$ cat config.mk
export PLATFORM = sky130hd
export DESIGN_NAME = hififo_ctrl_regs
export DESIGN_NICKNAME = d
export VERILOG_FILES = /design/src/rtl/hififo_pkg.sv /design/src/rtl/hififo_irq_holdoff.sv /design/src/rtl/hififo_ctrl_regs.sv
export SDC_FILE = /design/constraint.sdc
export NUM_CORES = 1
export LEC_CHECK = 0
export BUFFER_PORTS_ARGS = -buffer_cell sky130_fd_sc_hd__buf_4
export CAP_MARGIN = 15
export CORE_MARGIN = 4
export CORE_UTILIZATION = 35
export CTS_BUF_LIST = sky130_fd_sc_hd__clkbuf_8
export DETAILED_ROUTE_END_ITERATION = 10
export RECOVER_POWER = 100
export SKIP_LAST_GASP = 1
export SYNTH_ARGS = -nofsm -noshare
export SYNTH_HDL_FRONTEND = slang
export SYNTH_SLANG_ARGS = --single-unit
$ cat constraint.sdc
create_clock -name clock -period 4.63 [get_ports clock]
set_input_delay 0.6945 -clock clock [delete_from_list [all_inputs] [get_ports clock]]
set_output_delay 0.6945 -clock clock [all_outputs]
set_load 0.02 [all_outputs]
$ cat src/rtl/hififo_pkg.sv
// rtl/hififo_pkg.sv - register map, holdoff width default and holdoff FSM states for hififo control
package hififo_pkg;

    localparam int REG_INT_STATUS     = 0;
    localparam int REG_COUNT          = 1;
    localparam int REG_INT_W1C        = 2;
    localparam int REG_FIFO_RESET     = 8;
    localparam int REG_HOLDOFF        = 9;
    localparam int REG_CHAN_BASE      = 16;

    localparam int HOLDOFF_W_DEFAULT  = 16;

    typedef enum logic {
        HO_IDLE = 1'b0,
        HO_HOLD = 1'b1
    } holdoff_state_e;

endpackage

$ cat src/rtl/hififo_irq_holdoff.sv
// rtl/hififo_irq_holdoff.sv - interrupt coalescing: one pulse, then at most one deferred pulse per holdoff window
module hififo_irq_holdoff
    import hififo_pkg::*;
#(
    parameter int HOLDOFF_W = HOLDOFF_W_DEFAULT
) (
    input  logic                 clock,
    input  logic                 reset_n,
    input  logic                 pci_reset,
    input  logic                 pend,
    input  logic [HOLDOFF_W-1:0] holdoff,
    output logic                 irq_pulse
);

    holdoff_state_e       state, state_nx;
    logic [HOLDOFF_W-1:0] timer, timer_nx;
    logic                 deferred, deferred_nx;
    logic                 pulse_nx;

    always_ff @(posedge clock or negedge reset_n) begin
        if (!reset_n) begin
            state     <= HO_IDLE;
            timer     <= '0;
            deferred  <= 1'b0;
            irq_pulse <= 1'b0;
        end else begin
            state     <= state_nx;
            timer     <= timer_nx;
            deferred  <= deferred_nx;
            irq_pulse <= pulse_nx;
        end
    end

    // The window closes in the cycle whose decrement lands on zero, so a
    // holdoff of N spaces consecutive pulses exactly N cycles apart.
    always_comb begin
        state_nx    = state;
        timer_nx    = timer;
        deferred_nx = deferred;
        pulse_nx    = 1'b0;
        if (pci_reset) begin
            state_nx    = HO_IDLE;
            timer_nx    = '0;
            deferred_nx = 1'b0;
        end else begin
            case (state)
                HO_IDLE: begin
                    if (pend) begin
                        pulse_nx = 1'b1;
                        timer_nx = holdoff;
                        state_nx = (holdoff != '0) ? HO_HOLD : HO_IDLE;
                    end
                end
                HO_HOLD: begin
                    if (timer <= HOLDOFF_W'(1)) begin
                        if (deferred || pend) begin
                            pulse_nx    = 1'b1;
                            timer_nx    = holdoff;
                            deferred_nx = 1'b0;
                            state_nx    = (holdoff != '0) ? HO_HOLD : HO_IDLE;
                        end else begin
                            timer_nx = '0;
                            state_nx = HO_IDLE;
                        end
                    end else begin
                        timer_nx    = timer - HOLDOFF_W'(1);
                        deferred_nx = deferred | pend;
                    end
                end
                default: state_nx = HO_IDLE;
            endcase
        end
    end

endmodule

$ cat src/rtl/hififo_ctrl_regs.sv
// rtl/hififo_ctrl_regs.sv - hififo PIO control/status registers and interrupt logic for NFIFO channels
// Optional feature macro HIFIFO_INT_HOLDOFF_EN adds the holdoff register (address 9) and interrupt coalescing.
module hififo_ctrl_regs
    import hififo_pkg::*;
#(
    parameter int NFIFO     = 2,
    parameter int ADDR_W    = 13,
    parameter int HOLDOFF_W = HOLDOFF_W_DEFAULT
) (
    input  logic                  clock,
    input  logic                  reset_n,
    input  logic                  pci_reset,
    input  logic                  pio_wvalid,
    input  logic                  pio_rvalid,
    input  logic [ADDR_W-1:0]     pio_addr,
    input  logic [63:0]           pio_wdata,
    input  logic [2*NFIFO-1:0]    irq_src,
    input  logic [64*NFIFO-1:0]   chan_status,
    output logic                  rc_done,
    output logic [63:0]           rc_data,
    output logic [NFIFO-1:0]      fifo_reset,
    output logic                  interrupt_out
);

    localparam int NINT = 2 * NFIFO;

    localparam logic [ADDR_W-1:0] A_STATUS  = ADDR_W'(REG_INT_STATUS);
    localparam logic [ADDR_W-1:0] A_COUNT   = ADDR_W'(REG_COUNT);
    localparam logic [ADDR_W-1:0] A_W1C     = ADDR_W'(REG_INT_W1C);
    localparam logic [ADDR_W-1:0] A_FRESET  = ADDR_W'(REG_FIFO_RESET);
    localparam logic [ADDR_W-1:0] A_HOLDOFF = ADDR_W'(REG_HOLDOFF);

    logic [NINT-1:0]  irq_src_q;
    logic [NINT-1:0]  status;
    logic [NINT-1:0]  mask;
    logic [NFIFO-1:0] reset_reg;
    logic [63:0]      counter;
    logic [NINT-1:0]  ev;
    logic [NINT-1:0]  clr;
    logic             pend;
    logic [63:0]      rd_val;
    logic             unused_wdata;

    assign unused_wdata = ^pio_wdata;
    assign ev           = irq_src ^ irq_src_q;
    assign pend         = |(mask & ev);

    always_comb begin
        clr = '0;
        if (pio_rvalid && pio_addr == A_STATUS) begin
            clr = '1;
        end else if (pio_wvalid && pio_addr == A_W1C) begin
            clr = pio_wdata[NINT-1:0];
        end
    end

`ifdef HIFIFO_INT_HOLDOFF_EN
    logic [HOLDOFF_W-1:0] holdoff_reg;

    always_ff @(posedge clock or negedge reset_n) begin
        if (!reset_n) begin
            holdoff_reg <= '0;
        end else if (pio_wvalid && pio_addr == A_HOLDOFF) begin
            holdoff_reg <= pio_wdata[HOLDOFF_W-1:0];
        end
    end

    hififo_irq_holdoff #(
        .HOLDOFF_W (HOLDOFF_W)
    ) u_holdoff (
        .clock     (clock),
        .reset_n   (reset_n),
        .pci_reset (pci_reset),
        .pend      (pend),
        .holdoff   (holdoff_reg),
        .irq_pulse (interrupt_out)
    );
`else
    always_ff @(posedge clock or negedge reset_n) begin
        if (!reset_n) begin
            interrupt_out <= 1'b0;
        end else begin
            interrupt_out <= pend;
        end
    end
`endif

    // Read mux sees pre-write register values, so a same-cycle write never leaks into the completion.
    always_comb begin
        rd_val = '0;
        case (pio_addr)
            A_STATUS:  rd_val = 64'(status);
            A_COUNT:   rd_val = counter;
            A_FRESET:  rd_val = 64'(reset_reg);
`ifdef HIFIFO_INT_HOLDOFF_EN
            A_HOLDOFF: rd_val = 64'(holdoff_reg);
`endif
            default:   rd_val = '0;
        endcase
        for (int k = 0; k < NFIFO; k++) begin
            if (pio_addr == ADDR_W'(REG_CHAN_BASE + k)) begin
                rd_val = chan_status[64*k +: 64];
            end
        end
    end

    always_ff @(posedge clock or negedge reset_n) begin
        if (!reset_n) begin
            irq_src_q  <= '0;
            status     <= '0;
            mask       <= '0;
            reset_reg  <= '1;
            counter    <= '0;
            fifo_reset <= '1;
            rc_done    <= 1'b0;
            rc_data    <= '0;
        end else begin
            irq_src_q  <= irq_src;
            counter    <= counter + 64'd1;
            status     <= pci_reset ? '0 : ((status & ~clr) | ev);
            if (pio_wvalid && pio_addr == A_STATUS) begin
                mask <= pio_wdata[NINT-1:0];
            end
            if (pio_wvalid && pio_addr == A_FRESET) begin
                reset_reg <= pio_wdata[NFIFO-1:0];
            end
            fifo_reset <= pci_reset ? '1 : reset_reg;
            rc_done    <= pio_rvalid;
            if (pio_rvalid) begin
                rc_data <= rd_val;
            end
        end
    end

endmodule

==> results.yml <==
timing:
  hold_slack_ns: 0.362
  tns_ns: 0
  setup_violations: 0
  hold_viol: 0
  rsz0062_at_grt: "no"
  skew_ns: 0.0149
  maxSlewViolCount: 90
  worstMarginPinSlew_ns: 2.23
  fin_crit_sh: 0.732
  clock.fmax_ghz: 0.295
  slew-limit-headroom: -0.489
  period_needed_ns: 3.39
die:
  start_util: 0.357
  row_count: 52
  die_h_um: 152
  coreArea_mm2: 0.0203
  dieWidth_um: 152
  ios: 282
  die-area_mm2: 0.0231
critical_path:
  crit_cells: 7
  ff2ff_path_depth: 5
  critPathKind: "primary input to register"
  cpPeakStageDelay_ns: 0.93
  crit_buf_inv: 2
  endpoint_kind: "register"
  worstReg2RegEnd: "counter[42]"
  startpoint_type: "primary input"
  startpoint: "pio_addr[12]"
  critical-path-top-delay-family: "simple AND/OR/NAND/NOR gates"
  required_ns: 5.01
  crit_path_end: "rc_data[14]"
  arrival_ns: 3.76
  critical_path.cell_chain: "clkbuf_4 > or4_1 > or4b_1 > nor3b_1 > clkbuf_1 > a21boi_0 > o22ai_1"
  critPathSlowestCell: "clkbuf_1"
  rrSetupSlack_ns: 1.97
  crit_fanout: 29
  reg2reg_from: "counter[17]"
routing:
  via_per_inst: 5.01
  post_drt_wl_per_cell_um: 15.7
  via_count: 6303
  routed_wl_um: 19700
  drc: 0
  ant_nets: 0
  dr.pass1.iters: 4
  drtIter0Drc: 271
final_layout:
  drive_gt1_frac: 0.210
  fin_area_mm2: 0.00924
  antenna_cells: 0
  layout.nets: 1190
  multi_input_area_mm2: 0.00311
  final_core_util: 0.455
  largestRegisters: "counter: 64 flops, rc_data: 64 flops"
  fillers: 2104
  syn_to_final_growth_pct: 27.4
  regArea_mm2: 0.00366
run:
  cap_violations: 1
grt:
  first_global_vias: 6343
  grt_pass1_wl_um: 32700
  antenna_found_initial: 0
  grtUsageTotal: 0.171
  grt-ovfl-total: 0
  grt_max_degree: 90
pwr:
  power.density_mw_per_mm2: 266
  p_leak_nw: 3.97
  ir_drop_mv: 0.163
  total_power_w: 0.00246
placement:
  portBuffers: 221
  dp_hpwl_um: 13900
  dpl-instance-area_mm2: 0.00916
  place_congestion: 0.762
synth:
  ys.flop_type: "dfrtp_1"
  synth_top_area_frac: 0.490
  synth.distinct_cells: 39
  synth.net_count: 984
  async_flop_share: 1.00
  avgSynthCellArea_um2: 9.43
  post-synth-top-count-cell: "dfrtp_1"
  synth_area_leader_cell: "dfrtp_1"
  synth_seq_cells: 146
  synthCells: 769
  synth.cell_area_mm2: 0.00725
  synthTopCellsByArea: "dfrtp_1 (49%), o21ai_0 (7.7%), o22ai_1 (5.5%), xnor2_1 (4.5%), inv_1 (4.1%)"
  seq_area_frac_synth: 0.505
  yosys-top-cells-count: "dfrtp_1 (142), o21ai_0 (111), inv_1 (80), o22ai_1 (64), clkbuf_1 (38)"
  yosysWarnings: 0
  synth_edf_count: 0
min_path:
  hold_class: "primary input to register"
  worstHoldPathCells: 1
clock_tree:
  cts-root-buf: "clkbuf_8"
  ctsHoldBuffers: 0
  cts_resized: 0
  cts_buffer_depth: 2
  path_clk_slew_ns: 0.10
  numCtsBuffers: 17
  cts_tree: "built"
  worstSkewPairLatency_ns: 0.45
  htreeDepth: 4
  clock-sinks: 146
  cts_setup_buffers: 0
run_status:
  outcome: "complete, but fails checks"
  violations: "capacitance limit, slew limit"
[worst min path at each step]
stage | slack (ns) | to | startpoint
CTS | 0.31 | irq_src_q[0] | irq_src[0]
finish | 0.36 | irq_src_q[2] | irq_src[2]
global placement | 0.46 | counter[63] | counter[63]
detailed placement | 0.47 | counter[63] | counter[63]
global route | 0.34 | irq_src_q[0] | irq_src[0]
floorplan | 0.40 | counter[0] | reset_n
[metal layers]
metal	global-route usage	vias to the layer above	wire (µm)
met2	0.265	175	8860
met1	0.242	2991	9550
met5	0	-	0
met4	0.0488	0	243
met3	0.0370	18	1070
li1	-	3119	-
[power breakdown]
part           switching [W]  internal, W
registers         0.00000368      0.00128
clock network       0.000535     0.000442
logic              0.0000914    0.0000999
[logic make-up (layout without fill, tap and decap cells)]
group,Yosys count,count (layout),share of synthesized area
compound gates,262,262,0.216
xor+xnor,66,66,0.0797
fa+ha+maj,1,1,0.00173
buf+inv,124,343,0.0652
flops,146,146,0.505
mux,8,8,0.0124
simple gates,162,162,0.120
[stage by stage]
step / worst slack [ns] / std cells
2_1_floorplan: 2.01 / 769
3_3_place_gp: 1.60 / 1226
3_5_place_dp: 1.55 / 1226
4_1_cts: 1.97 / 1258
5_1_grt: 0.989 / 1258
6_report: 1.24 / 1258
[area by class of cell]
| class | instances | share of cell area |
|---|---|---|
| timing repair buffer | 231 | 0.157 |
| clock inverter | 14 | 0.0138 |
| clock buffer | 18 | 0.0268 |
| tap | 270 | 0.0366 |
| inverter | 80 | 0.0325 |
| multi-input combinational | 499 | 0.337 |
| sequential | 146 | 0.396 |
[placed cells by master, fill, tap and decap left out, types with 29 or more instances in the layout]
cell,n
nor2_1,29
buf_4,152
xor2_1,29
o21ai_0,111
a21boi_0,48
dfrtp_1,142
clkbuf_1,74
o22ai_1,64
nand2_1,31
xnor2_1,37
inv_1,80
(Power assumes the default switching activity.)
